File: config.mk
export PLATFORM = sky130hd
export DESIGN_NAME = hazard_scoreboard
export DESIGN_NICKNAME = d
export VERILOG_FILES = /design/src/rtl/hazard_scoreboard.sv
export SDC_FILE = /design/constraint.sdc
export NUM_CORES = 1
export LEC_CHECK = 0
export CAP_MARGIN = 25
export CORE_MARGIN = 1.5
export CORE_UTILIZATION = 40
export DETAILED_ROUTE_END_ITERATION = 6
export PLACE_DENSITY = 0.66
export SETUP_SLACK_MARGIN = 0.15
export SYNTH_ARGS = -nofsm -noshare
export SYNTH_HDL_FRONTEND = slang
export SYNTH_SLANG_ARGS = --single-unit
File: constraint.sdc
create_clock -name clk -period 1.7 [get_ports clk]
set_input_delay 0.17 -clock clk [delete_from_list [all_inputs] [get_ports clk]]
set_output_delay 0.17 -clock clk [all_outputs]
set_load 0.05 [all_outputs]
File: src/rtl/hazard_scoreboard.sv
// D-stage hazard scoreboard with shift-register writer tracking, mul/div busy countdown and EPC guard; optional HAZARD_STATS_EN stall counters.
// Latency: stall is combinational from state and D inputs; no backpressure input, stall holds PC/F/D and bubbles E.
module hazard_scoreboard #(
  parameter int ADDR_W     = 5,
  parameter int TIME_W     = 2,
  parameter int DEPTH      = 3,
  parameter int MUL_CYCLES = 5,
  parameter int DIV_CYCLES = 10,
  parameter int EPC_ADDR   = 14
) (
  input  logic              clk,
  input  logic              reset_n,
  input  logic              D_valid,
  input  logic [ADDR_W-1:0] D_Rs_Addr,
  input  logic [TIME_W-1:0] D_Rs_Tuse,
  input  logic [ADDR_W-1:0] D_Rt_Addr,
  input  logic [TIME_W-1:0] D_Rt_Tuse,
  input  logic [ADDR_W-1:0] D_Reg_WA,
  input  logic [TIME_W-1:0] D_Tnew,
  input  logic              D_EPC_WE,
  input  logic              D_eret,
  input  logic              D_MD_Start,
  input  logic              D_MD_IsDiv,
  input  logic              D_MD_Use,
  input  logic              flush,
  output logic              stall,
  output logic [3:0]        stall_cause,
  output logic              md_busy
`ifdef HAZARD_STATS_EN
  ,
  output logic [31:0]       stall_cycles,
  output logic [31:0]       md_stall_cycles
`endif
);

  localparam int MD_W = $clog2(DIV_CYCLES + 1);

  if (DEPTH < 2 || DEPTH > 6) begin : g_bad_depth
    $error("hazard_scoreboard: DEPTH must be 2..6");
  end
  if (DIV_CYCLES < MUL_CYCLES) begin : g_bad_md
    $error("hazard_scoreboard: DIV_CYCLES must be >= MUL_CYCLES");
  end
  if (EPC_ADDR < 0 || EPC_ADDR > 31) begin : g_bad_epc
    $error("hazard_scoreboard: EPC_ADDR is not a CP0 register number");
  end

  typedef struct packed {
    logic              v;
    logic [ADDR_W-1:0] wa;
    logic [TIME_W-1:0] tnew;
    logic              epc;
  } entry_t;

  entry_t          sb_q [DEPTH];
  entry_t          ins_entry;
  logic [MD_W-1:0] md_cnt_q;
  logic            hit_rs, hit_rt, hit_epc;
  logic            stall_rs, stall_rt, stall_md, stall_eret;
  logic            issue;

  function automatic entry_t age(input entry_t e);
    entry_t r;
    r = e;
    r.tnew = (e.tnew == '0) ? '0 : e.tnew - TIME_W'(1);
    return r;
  endfunction

  always_comb begin
    hit_rs  = 1'b0;
    hit_rt  = 1'b0;
    hit_epc = 1'b0;
    for (int i = 0; i < DEPTH; i++) begin
      if (sb_q[i].v && sb_q[i].wa == D_Rs_Addr && D_Rs_Tuse < sb_q[i].tnew) hit_rs = 1'b1;
      if (sb_q[i].v && sb_q[i].wa == D_Rt_Addr && D_Rt_Tuse < sb_q[i].tnew) hit_rt = 1'b1;
      if (sb_q[i].v && sb_q[i].epc) hit_epc = 1'b1;
    end
  end

  assign md_busy     = (md_cnt_q != '0);
  assign stall_rs    = D_valid && (D_Rs_Addr != '0) && hit_rs;
  assign stall_rt    = D_valid && (D_Rt_Addr != '0) && hit_rt;
  assign stall_md    = D_valid && (D_MD_Start || D_MD_Use) && md_busy;
  assign stall_eret  = D_valid && D_eret && hit_epc;
  assign stall_cause = {stall_eret, stall_md, stall_rt, stall_rs};
  assign stall       = |stall_cause;
  assign issue       = D_valid && !stall && !flush;

  always_comb begin
    ins_entry      = '0;
    ins_entry.v    = (D_Reg_WA != '0) || D_EPC_WE;
    ins_entry.wa   = D_Reg_WA;
    ins_entry.tnew = D_Tnew;
    ins_entry.epc  = D_EPC_WE;
  end

  // Flush wipes the scoreboard but leaves an issued mul/div running.
  always_ff @(posedge clk or negedge reset_n) begin
    if (!reset_n) begin
      for (int i = 0; i < DEPTH; i++) sb_q[i] <= '0;
      md_cnt_q <= '0;
    end else begin
      if (flush) begin
        for (int i = 0; i < DEPTH; i++) sb_q[i] <= '0;
      end else begin
        sb_q[0] <= issue ? ins_entry : '0;
        for (int i = 1; i < DEPTH; i++) sb_q[i] <= age(sb_q[i-1]);
      end
      if (issue && D_MD_Start)
        md_cnt_q <= D_MD_IsDiv ? MD_W'(DIV_CYCLES) : MD_W'(MUL_CYCLES);
      else if (md_busy)
        md_cnt_q <= md_cnt_q - MD_W'(1);
    end
  end

`ifdef HAZARD_STATS_EN
  always_ff @(posedge clk or negedge reset_n) begin
    if (!reset_n) begin
      stall_cycles    <= '0;
      md_stall_cycles <= '0;
    end else begin
      if (stall && stall_cycles != '1) stall_cycles <= stall_cycles + 32'd1;
      if (stall_md && md_stall_cycles != '1) md_stall_cycles <= md_stall_cycles + 32'd1;
    end
  end
`endif

endmodule

==> results of run 1 <==
==> power groups by stage <==
stage	registers, mW	clock network (mW)	logic, mW
after floorplan	0.884	0	0.454
after global placement	0.888	0	0.749
after detailed placement	0.892	0	0.788
after CTS	0.876	0.567	0.844
after global routing	0.884	0.599	0.978
final	0.877	0.556	0.919
==> per-layer routing <==
metal / GRT usage, % / vias to the layer above / wire length (µm)
met1: 21.81 / 741 / 1837
met2: 39.21 / 38 / 2477
met4: 7.625 / 0 / 163
met3: 4.215 / 15 / 159
li1: - / 729 / -
met5: 0 / - / 0
==> layout make-up <==
cell class | instances | area (µm²) | area share, %
multi-input combinational | 118 | 1060 | 37.88
timing repair buffer | 83 | 777.0 | 27.77
sequential | 31 | 775.7 | 27.73
clock buffer | 7 | 76.32 | 2.728
tap | 50 | 62.56 | 2.236
inverter | 11 | 41.29 | 1.476
clock inverter | 1 | 5.005 | 0.1789
==> how the worst max path moves through the flow <==
stage / startpoint / to
CTS: sb_q[26] / stall
global placement: D_Rs_Tuse[1] / md_cnt_q[1]
finish: sb_q[11] / stall
global route: sb_q[18] / stall
floorplan: sb_q[11] / md_cnt_q[1]
detailed placement: D_Rs_Tuse[1] / md_cnt_q[1]
==> metrics by stage <==
| step | util [%] | hold slack [ps] | setup WS, ps |
|---|---|---|---|
| 6_report | 67.98 | 282.4 | -396.1 |
| 5_1_grt | 67.98 | 323.6 | -489.4 |
| 4_1_cts | 66.49 | 294.8 | -383.6 |
| 3_5_place_dp | 61.57 | 429.2 | -653.6 |
| 3_3_place_gp | 61.57 | 414.1 | -591.5 |
| 2_1_floorplan | - | -125.6 | -50.92 |
==> state kept, by name, indices dropped and copies added (netlist names) <==
name / flops
sb_q: 27
md_cnt_q: 4
==> worst max-delay path, delay by kind of cell, from the launching register on <==
| family | cells | cell delay, ps |
|---|---|---|
| flip-flops | 1 | 340 |
| adder cells (fa/ha/maj) | 1 | 300 |
| AND/OR/NAND/NOR | 2 | 560 |
| AO/OA/AOI/OAI | 2 | 220 |
| buffers and inverters | 2 | 220 |
==> cell usage after synthesis, types with 2 or more instances <==
master    count
dfrtp_1      31
xor2_1       19
nor2b_1      15
xnor2_1      13
inv_1        11
and2_1        8
ha_1          8
nand4_1       7
nand2b_1      6
nor4_1        6
o21ai_0       6
nor3_1        5
buf_4         4
or4_1         3
a21oi_1       2
a31oi_2       2
mux2i_1       2
nand2_1       2
nor2_1        2
==> cell families after synthesis <==
| family | Yosys count |
|---|---|
| buf+inv | 16 |
| simple gates | 59 |
| xor+xnor | 32 |
| compound gates | 16 |
| mux | 3 |
| flops | 31 |
| fa+ha+maj | 8 |
==> repair_timing <==
action | CTS | global route
hold endpoints to repair | 0 | 0
pin swaps | 15 | 7
buffers inserted | 9 | 5
setup endpoints to repair | 18 | 18
gates resized for setup | 29 | 7
cloned | 1 | 0
hold buffers | 0 | 0
==> impl_metrics.yaml, run 1 <==
sta:
  max_slew_margin_pct: 73.61
  fin_worst_skew_ps: 6.793
  post-route-period-util_pct: 123.3
  finalHoldViolCount: 0
  worst_slack_ps: -396.1
  fin_crit_ps: 2096
  setup_violations: 17
  max_freq_ghz: 0.4771
  fin_tns_setup_ps: -4868
  drv_slew: 0
  rsz0062_at_grt: "yes"
  worst_pin_slew_ps: 395.9
status:
  violations: "setup timing"
  status: "complete, but fails checks"
power:
  swShare_pct: 31.74
  p_int_mw: 1.606
  power_switching_mw: 0.7466
  ir_drop_mv: 0.5007
  power_frac_seq_pct: 37.3
  leakagePower_nw: 1.265
  p_clk_share_pct: 23.6
  pwr-share-comb_pct: 39.1
  power_density_nw_per_um2: 840.8
  finalPower_mw: 2.352
finish:
  final_area_um2: 2798
  fillCellCount: 312
  final_cell_mix: "buf_4, dfrtp_1, xor2_1"
  n_antenna_cell: 0
  layout-area-overhead-vs-synth_pct: 58.36
  drive_gt1_share_pct: 35.86
  nNetsFinal: 288
  mostFrequentLayoutCell: "buf_4"
  fin_cells: 301
logic_synthesis:
  yosysTopAreaCellShare_pct: 43.91
  synth_cell_types: 32
  synth_top_family_by_area: "simple AND/OR/NAND/NOR gates"
  ys_ff_latch: 31
  synth-async-reset-ratio_pct: 100.0
  synth-adder-area-share_pct: 5.666
  syn_avg_cell_area_um2: 10.71
  synth-simple-area-share_pct: 21.88
  synth_edf_count: 0
  synth_compound_area_share_pct: 6.445
  netlist_instances: 165
  synthFlopType: "dfrtp_1"
  synthMuxAreaShare_pct: 1.983
  syn_nets: 203
  syn-cell-area_um2: 1767
  yosysSeqAreaShare_pct: 43.91
  synth-xor-area-share_pct: 15.86
  synth_top_cell_by_area: "dfrtp_1"
  synthTopCellsByArea: "dfrtp_1, xor2_1, xnor2_1"
  yosys_warnings: 0
global_route:
  grt_util_all_layers_pct: 20.49
  grt_pass1_vias: 1650
  grt_antenna_before_repair: 0
  globalRouteOverflowTotal: 0
  grt_max_degree: 32
  grt_pass1_wl_um: 7700
routing:
  avgRoutedWirePerCell_um: 15.41
  drtPass1Iterations: 4
  drtAntennaViolNets: 0
  vias_per_cell: 5.060
  drtIter0Drc: 64
  vias: 1523
  route.detailed.drc: 0
  drt-total-wl_um: 4637
setup_path:
  critical-path-max-stage-delay_ps: 400
  r2r.worst_path.cells: 8
  worstPathCellList: "inv_2 -> ha_2 -> o21ai_0 -> nand4_1 -> a31oi_4 -> or3_4 -> buf_12"
  cp_max_fo: 4
  reg2reg_from: "sb_q[22]"
  critPathSlowestCell: "or3_4"
  cp-end-kind: "primary output"
  critical_path_class: "flip-flop to primary output"
  cp-start-kind: "flip-flop"
  rr_endpoint: "md_cnt_q[1]"
  reg2reg_slack_ps: -300
  cp.required_ps: 1530
  arrival_ps: 1930
clock_network:
  cts_made_buffers: 5
  cts_buffer_depth: 2
  clockRootBuffer: "clkbuf_8"
  cts_tree: "done"
  clkTransAtPathRegs_ps: 60
  clkLatencyLatePin_ps: 290
  cts_sinks: 31
  htree_levels: 2
floorplanning:
  core_area_um2: 4115
  fp.dieW_um: 69.46
  die_y_um: 69.46
  rows: 23
  start_util_pct: 42.93
  dieArea_um2: 4825
  ios: 36
place:
  dpl.cell_count: 278
  place_hpwl_um: 3390
  placed_cell_area_um2: 2534
  place.gp.congestion: 0.8747
  io_buffers: 35
worst_hold_path:
  hp-class: "input port to async pin"
flow_run:
  max-cap-violations: 0
No activity file was read; power rests on OpenSTA's default activity.
==> run 2, diff against run 1 <==
- PLACE_DENSITY: 0.66 -> not set
- PLACE_DENSITY_LB_ADDON: not set -> 0.05
- TNS_END_PERCENT: not set -> 20
==> impl_metrics.yaml, run 2 (synthesis gave the netlist of run 1 again) <==
status:
  status: "complete, but fails checks"
  violations: "setup timing"
setup_path:
  cp-start-kind: "flip-flop"
  cp.required_ps: 1530
  cp-end-kind: "primary output"
  arrival_ps: 2000
  reg2reg_slack_ps: -320
  cp_max_fo: 3
  critical_path_class: "flip-flop to primary output"
power:
  power_density_nw_per_um2: 822.9
  leakagePower_nw: 1.233
  ir_drop_mv: 0.4989
sta:
  setup_violations: 17
  finalHoldViolCount: 0
  fin_worst_skew_ps: 6.818
  rsz0062_at_grt: "yes"
  max_freq_ghz: 0.4600
  drv_slew: 0
  worst_slack_ps: -473.7
  post-route-period-util_pct: 127.9
  worst_pin_slew_ps: 445.4
  max_slew_margin_pct: 70.31
  fin_crit_ps: 2174
  fin_tns_setup_ps: -4913
floorplanning:
  core_area_um2: 4115
  rows: 23
  dieArea_um2: 4825
  fp.dieW_um: 69.46
  start_util_pct: 42.93
  die_y_um: 69.46
  ios: 36
finish:
  reg_top3: "sb_q (27), md_cnt_q (4)"
  mostFrequentLayoutCell: "buf_4"
  final_cell_mix: "buf_4, dfrtp_1, clkdlybuf4s50_1"
  largest_register_ffs: 27
  n_antenna_cell: 0
  layout-area-overhead-vs-synth_pct: 54.67
  largest-register: "sb_q"
  drive_gt1_share_pct: 33.88
  fillCellCount: 331
  nNetsFinal: 279
routing:
  drtAntennaViolNets: 0
  drtPass1Iterations: 4
  drt-total-wl_um: 4451
  vias: 1434
  drtIter0Drc: 47
  avgRoutedWirePerCell_um: 15.24
  route.detailed.drc: 0
  vias_per_cell: 4.911
place:
  place_hpwl_um: 3448
  io_buffers: 35
  preCtsSetupSlack_ps: -590.6
  place.gp.congestion: 0.9135
clock_network:
  cts_buffer_depth: 2
  cts_sinks: 31
  htree_levels: 2
  clkTransAtPathRegs_ps: 60
  cts_tree: "done"
  cts_made_buffers: 5
  clkLatencyLatePin_ps: 280
  cts_hold_buf: 0
  clockRootBuffer: "clkbuf_8"
global_route:
  globalRouteOverflowTotal: 0
  grt_max_degree: 32
  grt_util_all_layers_pct: 20.47
  grt_pass1_wl_um: 7693
  grt_antenna_before_repair: 0
  grt_pass1_vias: 1551
worst_hold_path:
  hp-class: "input port to async pin"
flow_run:
  max-cap-violations: 0
==> run 2: path summary, 6_finish.rpt <==
path / start / end / cells past startpoint
min in group clk: sb_q[10] / sb_q[1] / 1
worst max register to register: sb_q[18] / sb_q[26] / 6
worst min-delay path: reset_n / md_cnt_q[2] / 2
max in group asynchronous: reset_n / sb_q[13] / 2
worst min register to register: sb_q[10] / sb_q[1] / 1
worst max-delay path: sb_q[18] / stall / 5
==> run 2: stage by stage <==
| step | hold WS, ps | power (mW) | util [%] | cell area (µm²) | instances |
|---|---|---|---|---|---|
| 6_report | 287.8 | 2.249 | 66.40 | 2733 | 292 |
| 5_1_grt | 334.5 | 2.392 | 66.40 | 2733 | 292 |
| 4_1_cts | 304.4 | 2.270 | 65.37 | 2690 | 291 |
| 3_5_place_dp | 426.9 | 1.676 | 61.33 | 2524 | 281 |
| 3_3_place_gp | 415.2 | 1.648 | 61.33 | 2524 | 281 |
| 2_1_floorplan | -125.6 | 1.336 | - | 1827 | 165 |
==> run 2: final cells by class <==
| class | count | area, µm² | area share, % |
|---|---|---|---|
| tap | 50 | 62.56 | 2.289 |
| clock buffer | 6 | 72.57 | 2.656 |
| sequential | 31 | 775.7 | 28.39 |
| timing repair buffer | 74 | 706.9 | 25.87 |
| clock inverter | 2 | 12.51 | 0.4579 |
| inverter | 11 | 41.29 | 1.511 |
| multi-input combinational | 118 | 1061 | 38.83 |
==> run 2: critical path, stage by stage (launching register included) <==
cell	delay (ps)
dfrtp_1	390
a222oi_1	470
nand3b_1	230
nand2_2	70
or3_4	400
buf_8	160
==> run 2: repair_timing <==
action | in CTS | in global routing
buffers inserted | 2 | 1
pin swaps | 16 | 17
endpoints found under the setup margin | 18 | 18
gates resized for setup | 22 | 7
==> run 2: per-layer routing <==
layer | track usage (%) | share of wire, % | vias to the layer above
met5 | 0 | 0 | -
met4 | 5.229 | 1.0 | 0
met3 | 4.651 | 4.2 | 5
met2 | 34.72 | 51 | 34
met1 | 26.42 | 44 | 685
li1 | - | - | 710
==> run 2: power by group <==
group	total [mW]	switching, mW	internal, mW
combinational	0.814	0.374	0.440
clock	0.559	0.274	0.286
sequential	0.876	0.0656	0.810
==> run 3, diff against run 2 <==
- CORE_ASPECT_RATIO: not set -> 0.8
- CORE_MARGIN: 1.5 -> 5
==> impl_metrics.yaml, run 3 (synthesis gave the netlist of run 1 again) <==
status:
  status: "complete, but fails checks"
  violations: "setup timing"
sta:
  rsz0062_at_grt: "yes"
  fin_tns_setup_ps: -5514
  setup_violations: 17
  post-route-period-util_pct: 127.1
  worst_pin_slew_ps: 387.6
  fin_crit_ps: 2160
  hold_slack_ps: 271.9
  worst_slack_ps: -460.3
  max_freq_ghz: 0.4629
  max_slew_margin_pct: 74.16
  finalHoldViolCount: 0
  drv_slew: 0
  fin_worst_skew_ps: 7.204
setup_path:
  reg2reg_slack_ps: -350
  critical_path_class: "input port to primary output"
  worstPathCellList: "clkdlybuf4s50_1 -> buf_4 -> xor2_1 -> nor4_1 -> nand4_1 -> a31oi_4 -> or3_4 -> buf_12"
  cp-start-kind: "input port"
  arrival_ps: 1990
  cp-end-kind: "primary output"
  r2r.worst_path.cells: 10
  reg2reg_from: "sb_q[20]"
  cp_max_fo: 3
  cp.required_ps: 1530
  critical-path-max-stage-delay_ps: 440
  rr_endpoint: "sb_q[24]"
  critPathSlowestCell: "clkdlybuf4s50_1"
  startpoint: "D_Rt_Addr[1]"
  critPathTopFamily: "buffers and inverters"
  crit_buf_inv: 3
flow_run:
  max-cap-violations: 0
worst_hold_path:
  hp-class: "input port to async pin"
routing:
  drt-total-wl_um: 4697
  drtAntennaViolNets: 0
  drtPass1Iterations: 4
  route.detailed.drc: 0
  vias_per_cell: 4.866
  avgRoutedWirePerCell_um: 15.76
  vias: 1450
  drtIter0Drc: 67
place:
  place.gp.congestion: 0.9243
  io_buffers: 35
  placed_cell_area_um2: 2530
  place_hpwl_um: 3643
  dpl.cell_count: 286
  preCtsSetupSlack_ps: -573.9
finish:
  layout-area-overhead-vs-synth_pct: 54.46
  fin_cells: 298
  final_area_um2: 2729
  finish.utilization_pct: 64.51
  mostFrequentLayoutCell: "buf_4"
  fillCellCount: 348
  multi_input_area_um2: 1032
  largest-register: "sb_q"
  drive_gt1_share_pct: 31.95
  largest_register_ffs: 27
  final_cell_mix: "buf_4, dfrtp_1, clkdlybuf4s50_1"
  n_antenna_cell: 0
  nNetsFinal: 278
  regArea_um2: 775.7
  reg_top3: "sb_q (27), md_cnt_q (4)"
global_route:
  globalRouteOverflowTotal: 0
  grt_pass1_vias: 1577
  grt_util_all_layers_pct: 16.97
  grt_antenna_before_repair: 0
  grt_max_degree: 32
  grt_pass1_wl_um: 7714
floorplanning:
  start_util_pct: 41.76
  rows: 21
  ios: 36
  dieArea_um2: 5854
  die_y_um: 69.44
  fp.dieW_um: 84.30
  core_area_um2: 4230
power:
  ir_drop_mv: 0.6560
  finalPower_mw: 2.431
  leakagePower_nw: 1.220
  power_density_nw_per_um2: 890.8
clock_network:
  cts_made_buffers: 5
  cts_tree: "done"
  cts_hold_buf: 0
  clockRootBuffer: "clkbuf_8"
  clkLatencyLatePin_ps: 280
  cts_sinks: 31
  htree_levels: 2
  cts_buffer_depth: 2
  clkTransAtPathRegs_ps: 70
[run 3: changes by cell type in the layout (fill, tap and decap cells not counted), moves of 2 or more]
cell / before / now
dlymetal6s2s_1: 3 / 0
nor4_1: 1 / 4
dlygate4sd2_1: 5 / 7
nor4_2: 4 / 2
o21ai_2: 2 / 0
o21ai_4: 0 / 2
[run 3: worst max path at each step]
stage | end | slack (ps) | depth (start not counted)
finish | stall | -460 | 8
global route | stall | -530 | 8
CTS | stall | -430 | 5
detailed placement | md_cnt_q[1] | -570 | 7
global placement | stall | -560 | 6
floorplan | md_cnt_q[1] | -50 | 8
[run 3: area by class of cell]
type | instances | area share, %
repair buffers | 73 | 25.31
well taps | 57 | 2.613
flip-flops and latches | 31 | 28.43
inverters | 11 | 1.513
multi-input cells | 118 | 37.83
clock inverters | 2 | 1.284
clock buffers | 6 | 3.026
[run 3: per-layer routing]
metal  up-vias  routed length [µm]  GRT usage, %
li1        712                   -             -
met1       697                2288         22.85
met2        34                2131         26.53
met3         7                 220         4.869
met4         0                  56         4.821
met5         -                   0             0
[run 3: what timing repair did]
item / 4_1_cts / 5_1_grt
hold endpoints to repair: 0 / 0
gates resized for setup: 17 / 5
setup buffers: 2 / 2
endpoints found under the setup margin: 18 / 18
pin swaps: 15 / 5
[run 3: power by group]
part / switching, mW / internal (mW) / total, mW
combinational: 0.371 / 0.433 / 0.805
sequential: 0.0687 / 0.810 / 0.879
clock: 0.274 / 0.474 / 0.748
